<file path="config.mk">
export PLATFORM = sky130hd
export DESIGN_NAME = regfile_wb_sched_flat
export DESIGN_NICKNAME = d
export VERILOG_FILES = /design/src/rtl/vrf_pkg.sv /design/src/rtl/regfile_wb_sched_if.sv /design/src/rtl/wb_scoreboard.sv /design/src/rtl/regfile_wb_sched.sv /design/src/flat_wrapper.sv
export SDC_FILE = /design/constraint.sdc
export NUM_CORES = 2
export LEC_CHECK = 0
export BUFFER_PORTS_ARGS = -buffer_cell sky130_fd_sc_hd__buf_2
export CORE_AREA = 3 3 609 611
export DETAILED_ROUTE_END_ITERATION = 8
export DIE_AREA = 0 0 612 614
export GPL_TIMING_DRIVEN = 0
export PLACE_DENSITY_LB_ADDON = 0.15
export SYNTH_ARGS = -nofsm -noshare
export SYNTH_HDL_FRONTEND = slang
export SYNTH_SLANG_ARGS = --single-unit
</file>
<file path="constraint.sdc">
create_clock -name clk -period 3.5 [get_ports clk]
set_input_delay 0.525 -clock clk [delete_from_list [all_inputs] [get_ports clk]]
set_output_delay 0.525 -clock clk [all_outputs]
set_load 0.01 [all_outputs]
</file>
<file path="src/rtl/vrf_pkg.sv">
// Shared vector register file types: lane geometry, register index and writeback request.
package vrf_pkg;

    localparam int LANES = 16;
    localparam int WIDTH = 32;

    typedef logic [3:0] reg_idx_t;
    typedef logic [LANES-1:0][WIDTH-1:0] lane_vec_t;

    typedef struct packed {
        reg_idx_t  reg_idx;
        logic      vs;
        lane_vec_t data;
    } wb_req_t;

    localparam reg_idx_t PC_REG = 4'd15;

endpackage

</file>
<file path="src/rtl/regfile_wb_sched_if.sv">
// Writeback request bus from the two requesters (0 = ALU, 1 = load unit) to the scheduler.
interface regfile_wb_sched_if;
    import vrf_pkg::*;

    logic [1:0] req_valid;
    logic [1:0] req_ready;
    reg_idx_t   req_reg [2];
    logic [1:0] req_vs;
    lane_vec_t  req_data [2];

    modport master (output req_valid, req_reg, req_vs, req_data, input req_ready);
    modport slave  (input req_valid, req_reg, req_vs, req_data, output req_ready);
endinterface

</file>
<file path="src/rtl/wb_scoreboard.sv">
// Pending-write scoreboard: one bit per scalar/vector register, set on reserve, cleared on writeback.
module wb_scoreboard #(
    parameter int NREG = 16
) (
    input  logic               clk,
    input  logic               rst,
    input  logic               rsv_valid,
    input  vrf_pkg::reg_idx_t  rsv_reg,
    input  logic               rsv_vs,
    input  logic               clr_valid,
    input  vrf_pkg::reg_idx_t  clr_reg,
    input  logic               clr_vs,
    input  vrf_pkg::reg_idx_t  q_reg [3],
    input  logic [2:0]         q_vs,
    output logic               hazard
);
    import vrf_pkg::*;

    logic [NREG-1:0] sca_q, sca_d;
    logic [NREG-1:0] vec_q, vec_d;

    // Reserve is applied after clear so a newer outstanding write keeps its bit set.
    always_comb begin
        sca_d = sca_q;
        vec_d = vec_q;
        if (clr_valid) begin
            if (clr_vs) vec_d[clr_reg] = 1'b0;
            else        sca_d[clr_reg] = 1'b0;
        end
        if (rsv_valid) begin
            if (rsv_vs)                  vec_d[rsv_reg] = 1'b1;
            else if (rsv_reg != PC_REG)  sca_d[rsv_reg] = 1'b1;
        end
    end

    always_comb begin
        hazard = 1'b0;
        for (int i = 0; i < 3; i++) begin
            hazard = hazard | (q_vs[i] ? vec_q[q_reg[i]] : sca_q[q_reg[i]]);
        end
    end

    always_ff @(posedge clk) begin
        if (!rst) begin
            sca_q <= '0;
            vec_q <= '0;
        end else begin
            sca_q <= sca_d;
            vec_q <= vec_d;
        end
    end

endmodule

</file>
<file path="src/rtl/regfile_wb_sched.sv">
// Writeback scheduler: round-robin share of the register file write port between ALU and load unit,
// registered write controls, r15 protection and the pending-write scoreboard.
module regfile_wb_sched #(
    parameter int LANES = vrf_pkg::LANES,
    parameter int WIDTH = vrf_pkg::WIDTH,
    parameter int NREG  = 16
) (
    input  logic                clk,
    input  logic                rst,
    regfile_wb_sched_if.slave   wb,
    input  logic                rsv_valid,
    input  vrf_pkg::reg_idx_t   rsv_reg,
    input  logic                rsv_vs,
    input  vrf_pkg::reg_idx_t   q_reg [3],
    input  logic [2:0]          q_vs,
    output logic                hazard,
    output logic                we3,
    output vrf_pkg::reg_idx_t   ra3,
    output logic                selec_v_s_w,
    output vrf_pkg::lane_vec_t  wd3,
    output logic                err_r15
);
    import vrf_pkg::reg_idx_t;
    import vrf_pkg::lane_vec_t;
    import vrf_pkg::wb_req_t;
    import vrf_pkg::PC_REG;

    logic [1:0]       grant;
    logic             xfer, gsel, pc_drop;
    wb_req_t          sel;
    logic [WIDTH-1:0] scalar_lane;

    logic      last_q, last_d;
    logic      we3_q, we3_d;
    logic      vs_q, vs_d;
    logic      err_q, err_d;
    reg_idx_t  ra3_q, ra3_d;
    lane_vec_t wd3_q, wd3_d;

    // On a tie the requester that did not win last time is granted.
    always_comb begin
        case (wb.req_valid)
            2'b01:   grant = 2'b01;
            2'b10:   grant = 2'b10;
            2'b11:   grant = last_q ? 2'b01 : 2'b10;
            default: grant = 2'b00;
        endcase
        xfer        = |grant;
        gsel        = grant[1];
        sel.reg_idx = wb.req_reg[gsel];
        sel.vs      = wb.req_vs[gsel];
        sel.data    = wb.req_data[gsel];
        scalar_lane = sel.data[LANES-1];
        pc_drop     = xfer && !sel.vs && (sel.reg_idx == PC_REG);
    end

    // A dropped r15 write still drains the requester but leaves the write port untouched.
    always_comb begin
        last_d = xfer ? gsel : last_q;
        we3_d  = xfer && !pc_drop;
        ra3_d  = ra3_q;
        vs_d   = vs_q;
        wd3_d  = wd3_q;
        if (we3_d) begin
            ra3_d = sel.reg_idx;
            vs_d  = sel.vs;
            wd3_d = sel.vs ? sel.data : '0;
            wd3_d[LANES-1] = scalar_lane;
        end
        err_d = err_q | pc_drop;
    end

    always_ff @(posedge clk) begin
        if (!rst) begin
            last_q <= 1'b1;
            we3_q  <= 1'b0;
            ra3_q  <= '0;
            vs_q   <= 1'b0;
            wd3_q  <= '0;
            err_q  <= 1'b0;
        end else begin
            last_q <= last_d;
            we3_q  <= we3_d;
            ra3_q  <= ra3_d;
            vs_q   <= vs_d;
            wd3_q  <= wd3_d;
            err_q  <= err_d;
        end
    end

    assign wb.req_ready  = grant;
    assign we3           = we3_q;
    assign ra3           = ra3_q;
    assign selec_v_s_w   = vs_q;
    assign wd3           = wd3_q;
    assign err_r15       = err_q;

    wb_scoreboard #(.NREG(NREG)) u_scoreboard (
        .clk       (clk),
        .rst       (rst),
        .rsv_valid (rsv_valid),
        .rsv_reg   (rsv_reg),
        .rsv_vs    (rsv_vs),
        .clr_valid (we3_q),
        .clr_reg   (ra3_q),
        .clr_vs    (vs_q),
        .q_reg     (q_reg),
        .q_vs      (q_vs),
        .hazard    (hazard)
    );

endmodule

</file>
<file path="src/flat_wrapper.sv">
// flat-port wrapper written by rule: the top's interface ports become plain ports
module regfile_wb_sched_flat import vrf_pkg::reg_idx_t; import vrf_pkg::lane_vec_t; import vrf_pkg::wb_req_t; import vrf_pkg::PC_REG;
#(
    parameter int LANES = vrf_pkg::LANES,
    parameter int WIDTH = vrf_pkg::WIDTH,
    parameter int NREG  = 16
)
  (clk, rst, rsv_valid, rsv_reg, rsv_vs, q_reg, q_vs, hazard, we3, ra3, selec_v_s_w, wd3, err_r15, wb_req_valid, wb_req_reg, wb_req_vs, wb_req_data, wb_req_ready);
  regfile_wb_sched_if wb_i ();
  input  logic clk;
  input  logic rst;
  input  logic rsv_valid;
  input  vrf_pkg::reg_idx_t rsv_reg;
  input  logic rsv_vs;
  input  vrf_pkg::reg_idx_t q_reg[3];
  input  logic [2:0] q_vs;
  output logic hazard;
  output logic we3;
  output vrf_pkg::reg_idx_t ra3;
  output logic selec_v_s_w;
  output vrf_pkg::lane_vec_t wd3;
  output logic err_r15;
  input wire logic [$bits(wb_i.req_valid)-1:0] wb_req_valid;
  input wire logic [$bits(wb_i.req_reg)-1:0] wb_req_reg;
  input wire logic [$bits(wb_i.req_vs)-1:0] wb_req_vs;
  input wire logic [$bits(wb_i.req_data)-1:0] wb_req_data;
  output wire logic [$bits(wb_i.req_ready)-1:0] wb_req_ready;
  assign wb_i.req_valid = wb_req_valid;
  assign wb_i.req_reg = {>>{wb_req_reg}};
  assign wb_i.req_vs = wb_req_vs;
  assign wb_i.req_data = {>>{wb_req_data}};
  assign wb_req_ready = wb_i.req_ready;
  regfile_wb_sched #(.LANES(LANES), .WIDTH(WIDTH), .NREG(NREG)) u_core (.clk(clk), .rst(rst), .wb(wb_i), .rsv_valid(rsv_valid), .rsv_reg(rsv_reg), .rsv_vs(rsv_vs), .q_reg(q_reg), .q_vs(q_vs), .hazard(hazard), .we3(we3), .ra3(ra3), .selec_v_s_w(selec_v_s_w), .wd3(wd3), .err_r15(err_r15));
endmodule
</file>
==> load_flow_metrics.sql <==
INSERT INTO impl_metrics (metric_group, metric, value, unit) VALUES
('worst_setup_path', 'flop2flop_setup_slack', '0.19', 'ns'),
('clock_network', 'post-cts-setup-buffers', '0', ''),
('worst_setup_path', 'critPathMaxFanout', '10', ''),
('placed_design', 'dp.cells', '10470', ''),
('synthesis', 'number_of_synthesized_flops_with_an_enable_pin', '0', ''),
('clock_network', 'clk_path_buf_depth', '4', ''),
('worst_setup_path', 'timing.critical_path.to_type', 'flip-flop', ''),
('min_path', 'min_to', 'u_core.wd3[163]', ''),
('power_and_ir_drop', 'report.power.total', '20.46', 'mW'),
('route', 'drcViolationCount', '0', ''),
('worst_setup_path', 'end_of_the_worst_register_to_register_path', 'u_core.wd3[57]', ''),
('clock_network', 'clkLatencyLatePin', '0.80', 'ns'),
('clock_network', 'clk_pin_slew_worst_paths', '0.06', 'ns'),
('sta', 'achievable-frequency', '302.5', 'MHz'),
('global_route', 'via_count_of_the_first_global_routing_pass', '35380', ''),
('die', 'num_rows', '222', ''),
('worst_setup_path', 'crit_required', '4.22', 'ns'),
('power_and_ir_drop', 'leakage', '23.34', 'nW'),
('clock_network', 'clock-sinks', '552', ''),
('min_path', 'worstHoldStart', 'wb_req_data[675]', ''),
('worst_setup_path', 'worst_setup_path_start_kind', 'flip-flop', ''),
('global_route', 'grt.overflow.total', '0', ''),
('synthesis', 'synth-seq-area-share', '38.61', '%'),
('min_path', 'hold_depth', '5', ''),
('power_and_ir_drop', 'vdd_ir_drop_max', '279.1', 'µV'),
('clock_network', 'tritoncts', 'done', ''),
('synthesis', 'post_synthesis_net_count', '5141', ''),
('route', 'final_antenna_net_count', '0', ''),
('synthesis', 'synthesis.area_per_instance', '7.011', 'µm²'),
('die', 'top_level_ports', '1581', ''),
('sta', 'timing.max_slew.rel_slack', '32.48', '%'),
('synthesis', 'synthFlopType', 'sky130_fd_sc_hd__dfxtp_1', ''),
('worst_setup_path', 'ff2ff_path_depth', '9', ''),
('placed_design', 'detailed_place_hpwl', '248500', 'µm'),
('global_route', 'wire_length_of_the_first_global_routing_pass', '354700', 'µm'),
('worst_setup_path', 'arrival_time_of_the_worst_setup_path', '4.02', 'ns'),
('worst_setup_path', 'critPathKind', 'reg -> reg', ''),
('synthesis', 'largest_cells_by_area_after_synthesis', 'sky130_fd_sc_hd__dfxtp_1, sky130_fd_sc_hd__nand2_1, sky130_fd_sc_hd__mux2i_1', ''),
('global_route', 'antenna_found_initial', '81', ''),
('route', 'total_number_of_vias', '34650', ''),
('route', 'routed_wire_length_per_instance', '26.22', 'µm'),
('power_and_ir_drop', 'power_density', '442.8', 'nW/µm²'),
('die', 'fp.coreArea', '365500', 'µm²'),
('synthesis', 'synth.distinct_cells', '35', ''),
('die', 'die_w', '612', 'µm'),
('cells_and_area', 'layout.cells.most_common', 'sky130_fd_sc_hd__nand2_1', ''),
('sta', 'worst_slew_pin_slew', '1.013', 'ns'),
('cells_and_area', 'final_layout_size_suffix_gt1_share', '30.97', '%'),
('synthesis', 'netlist_instances', '4082', ''),
('sta', 'period_needed', '3.306', 'ns'),
('cells_and_area', 'area.growth.synth_to_final', '61.44', '%'),
('run_status', 'status', 'completed', ''),
('route', 'drtPass1Iterations', '5', ''),
('sta', 'hold_viol_final', '0', ''),
('synthesis', 'post_synth_instance_area', '28620', 'µm²'),
('route', 'route.detailed.vias_per_inst', '3.232', ''),
('synthesis', 'synth-warning-count', '0', ''),
('route', 'sum_of_routed_wire_length_over_all_layers', '281100', 'µm'),
('sta', 'skew', '0.03621', 'ns'),
('min_path', 'timing.hold.worst.class', 'in -> reg', ''),
('route', 'drtIter0Drc', '1788', ''),
('die', 'initial_core_utilization', '7.829', '%'),
('placed_design', 'routabilityCongestion', '0.9595', ''),
('clock_network', 'htree_num_levels', '3', ''),
('clock_network', 'root_buffer', 'sky130_fd_sc_hd__clkbuf_16', ''),
('synthesis', 'yosys.area.top_type_share', '38.61', '%'),
('cells_and_area', 'most-common-layout-cells', 'sky130_fd_sc_hd__nand2_1, sky130_fd_sc_hd__buf_2, sky130_fd_sc_hd__dfxtp_1', ''),
('synthesis', 'postSynthRegisterBits', '552', ''),
('global_route', 'grtUsageTotal', '14.23', '%'),
('synthesis', 'share_of_flip_flops_with_an_asynchronous_set_or_reset', '0', '%'),
('cells_and_area', 'non_filler_instances', '10720', '');
## what timing repair did
| item | 4_1_cts | 5_1_grt |
|---|---|---|
| hold buffers | 65 | 0 |
| resized for setup | 27 | 3 |
| pin swaps | 0 | 0 |
| setup endpoints to repair | 518 | 4 |
| endpoints found under the hold margin | 46 | 0 |
## how the worst max path moves through the flow
stage                          from              end  slack [ns]  depth (start not counted)
finish                u_core.last_q   u_core.wd3[57]        0.19                          9
global placement    wb_req_valid[0]  u_core.wd3[138]       -2.56                          8
floorplan                  q_reg[0]           hazard        0.76                          5
detailed placement  wb_req_valid[0]  u_core.wd3[396]       -1.56                         10
CTS                   u_core.last_q  u_core.wd3[396]       0.006                          9
global route          u_core.last_q  u_core.wd3[193]      -0.003                          9
## sequential cells by signal, indices dropped and copies added (netlist names)
register and flops:
u_core.ra3 4, u_core.wd3 512, u_core.err_r15 1, u_core.we3 1, u_core.last_q 1, u_core.selec_v_s_w 1
u_core.u_scoreboard.sca_q 16, u_core.u_scoreboard.vec_q 16
## power breakdown
part	total, mW	internal (mW)	switching, mW
sequential	6.91	6.67	0.245
combinational	4.63	1.50	3.13
clock	8.91	5.30	3.61
## worst max-delay path: stages (launching register included)
cell and delay [ns]:
sky130_fd_sc_hd__dfxtp_1 0.32, sky130_fd_sc_hd__a21bo_2 0.28, sky130_fd_sc_hd__inv_2 0.11, sky130_fd_sc_hd__buf_6 0.32
sky130_fd_sc_hd__clkbuf_2 0.54, sky130_fd_sc_hd__clkdlybuf4s15_1 0.81, sky130_fd_sc_hd__nand2_1 0.24, sky130_fd_sc_hd__nand2_1 0.29
sky130_fd_sc_hd__nand2_1 0.09, sky130_fd_sc_hd__mux2i_1 0.13
## cell type report
type | instances | area (µm²)
Timing Repair Buffer | 1639 | 8572
Multi-Input combinational cell | 3223 | 16280
Tap cell | 4816 | 6026
Clock inverter | 23 | 270.3
Clock buffer | 126 | 2536
Sequential cell | 552 | 11050
Antenna cell | 34 | 85.08
Fill cell | 42910 | 319300
Buffer | 303 | 1364
Inverter | 4 | 15.01
## through the flow
stage | setup TNS, ns | hold slack [ns] | worst slack [ns]
floorplan | 0 | 0.4621 | 0.7589
global placement | -1201.12 | 0.4418 | -2.561
detailed placement | -474.76 | 0.4434 | -1.562
CTS | 0 | 0.0001577 | 0.005783
global route | -0.003423 | 0.04750 | -0.003423
finish | 0 | 0.1066 | 0.1940
## Yosys cell counts, drive strengths merged (3+ instances only)
library cell / instances
nand3: 46
a21boi: 32
nand2: 2504
clkbuf: 239
nand3b: 5
nand4: 3
nor2: 11
o211a: 5
nor2b: 11
mux4: 24
dfxtp: 552
mux2i: 490
nor3: 3
inv: 4
o221a: 33
o21ai: 32
nand2b: 7
buf: 64
## layer usage
metal | vias to the layer above | GRT usage (%) | part of all wire [%]
li1 | 16460 | - | -
met1 | 16720 | 16.46 | 40
met2 | 1207 | 25.31 | 50
met3 | 241 | 5.085 | 8.7
met4 | 14 | 2.271 | 1.7
met5 | - | 0 | 0.030
## logic make-up after synthesis
| kind of cell | after synthesis | synth area share, % |
|---|---|---|
| compound gates | 112 | 3.157 |
| buf+inv | 307 | 4.595 |
| flops | 552 | 38.61 |
| mux | 514 | 19.03 |
| simple gates | 2597 | 34.61 |
No activity file was read; power rests on OpenSTA's default activity.
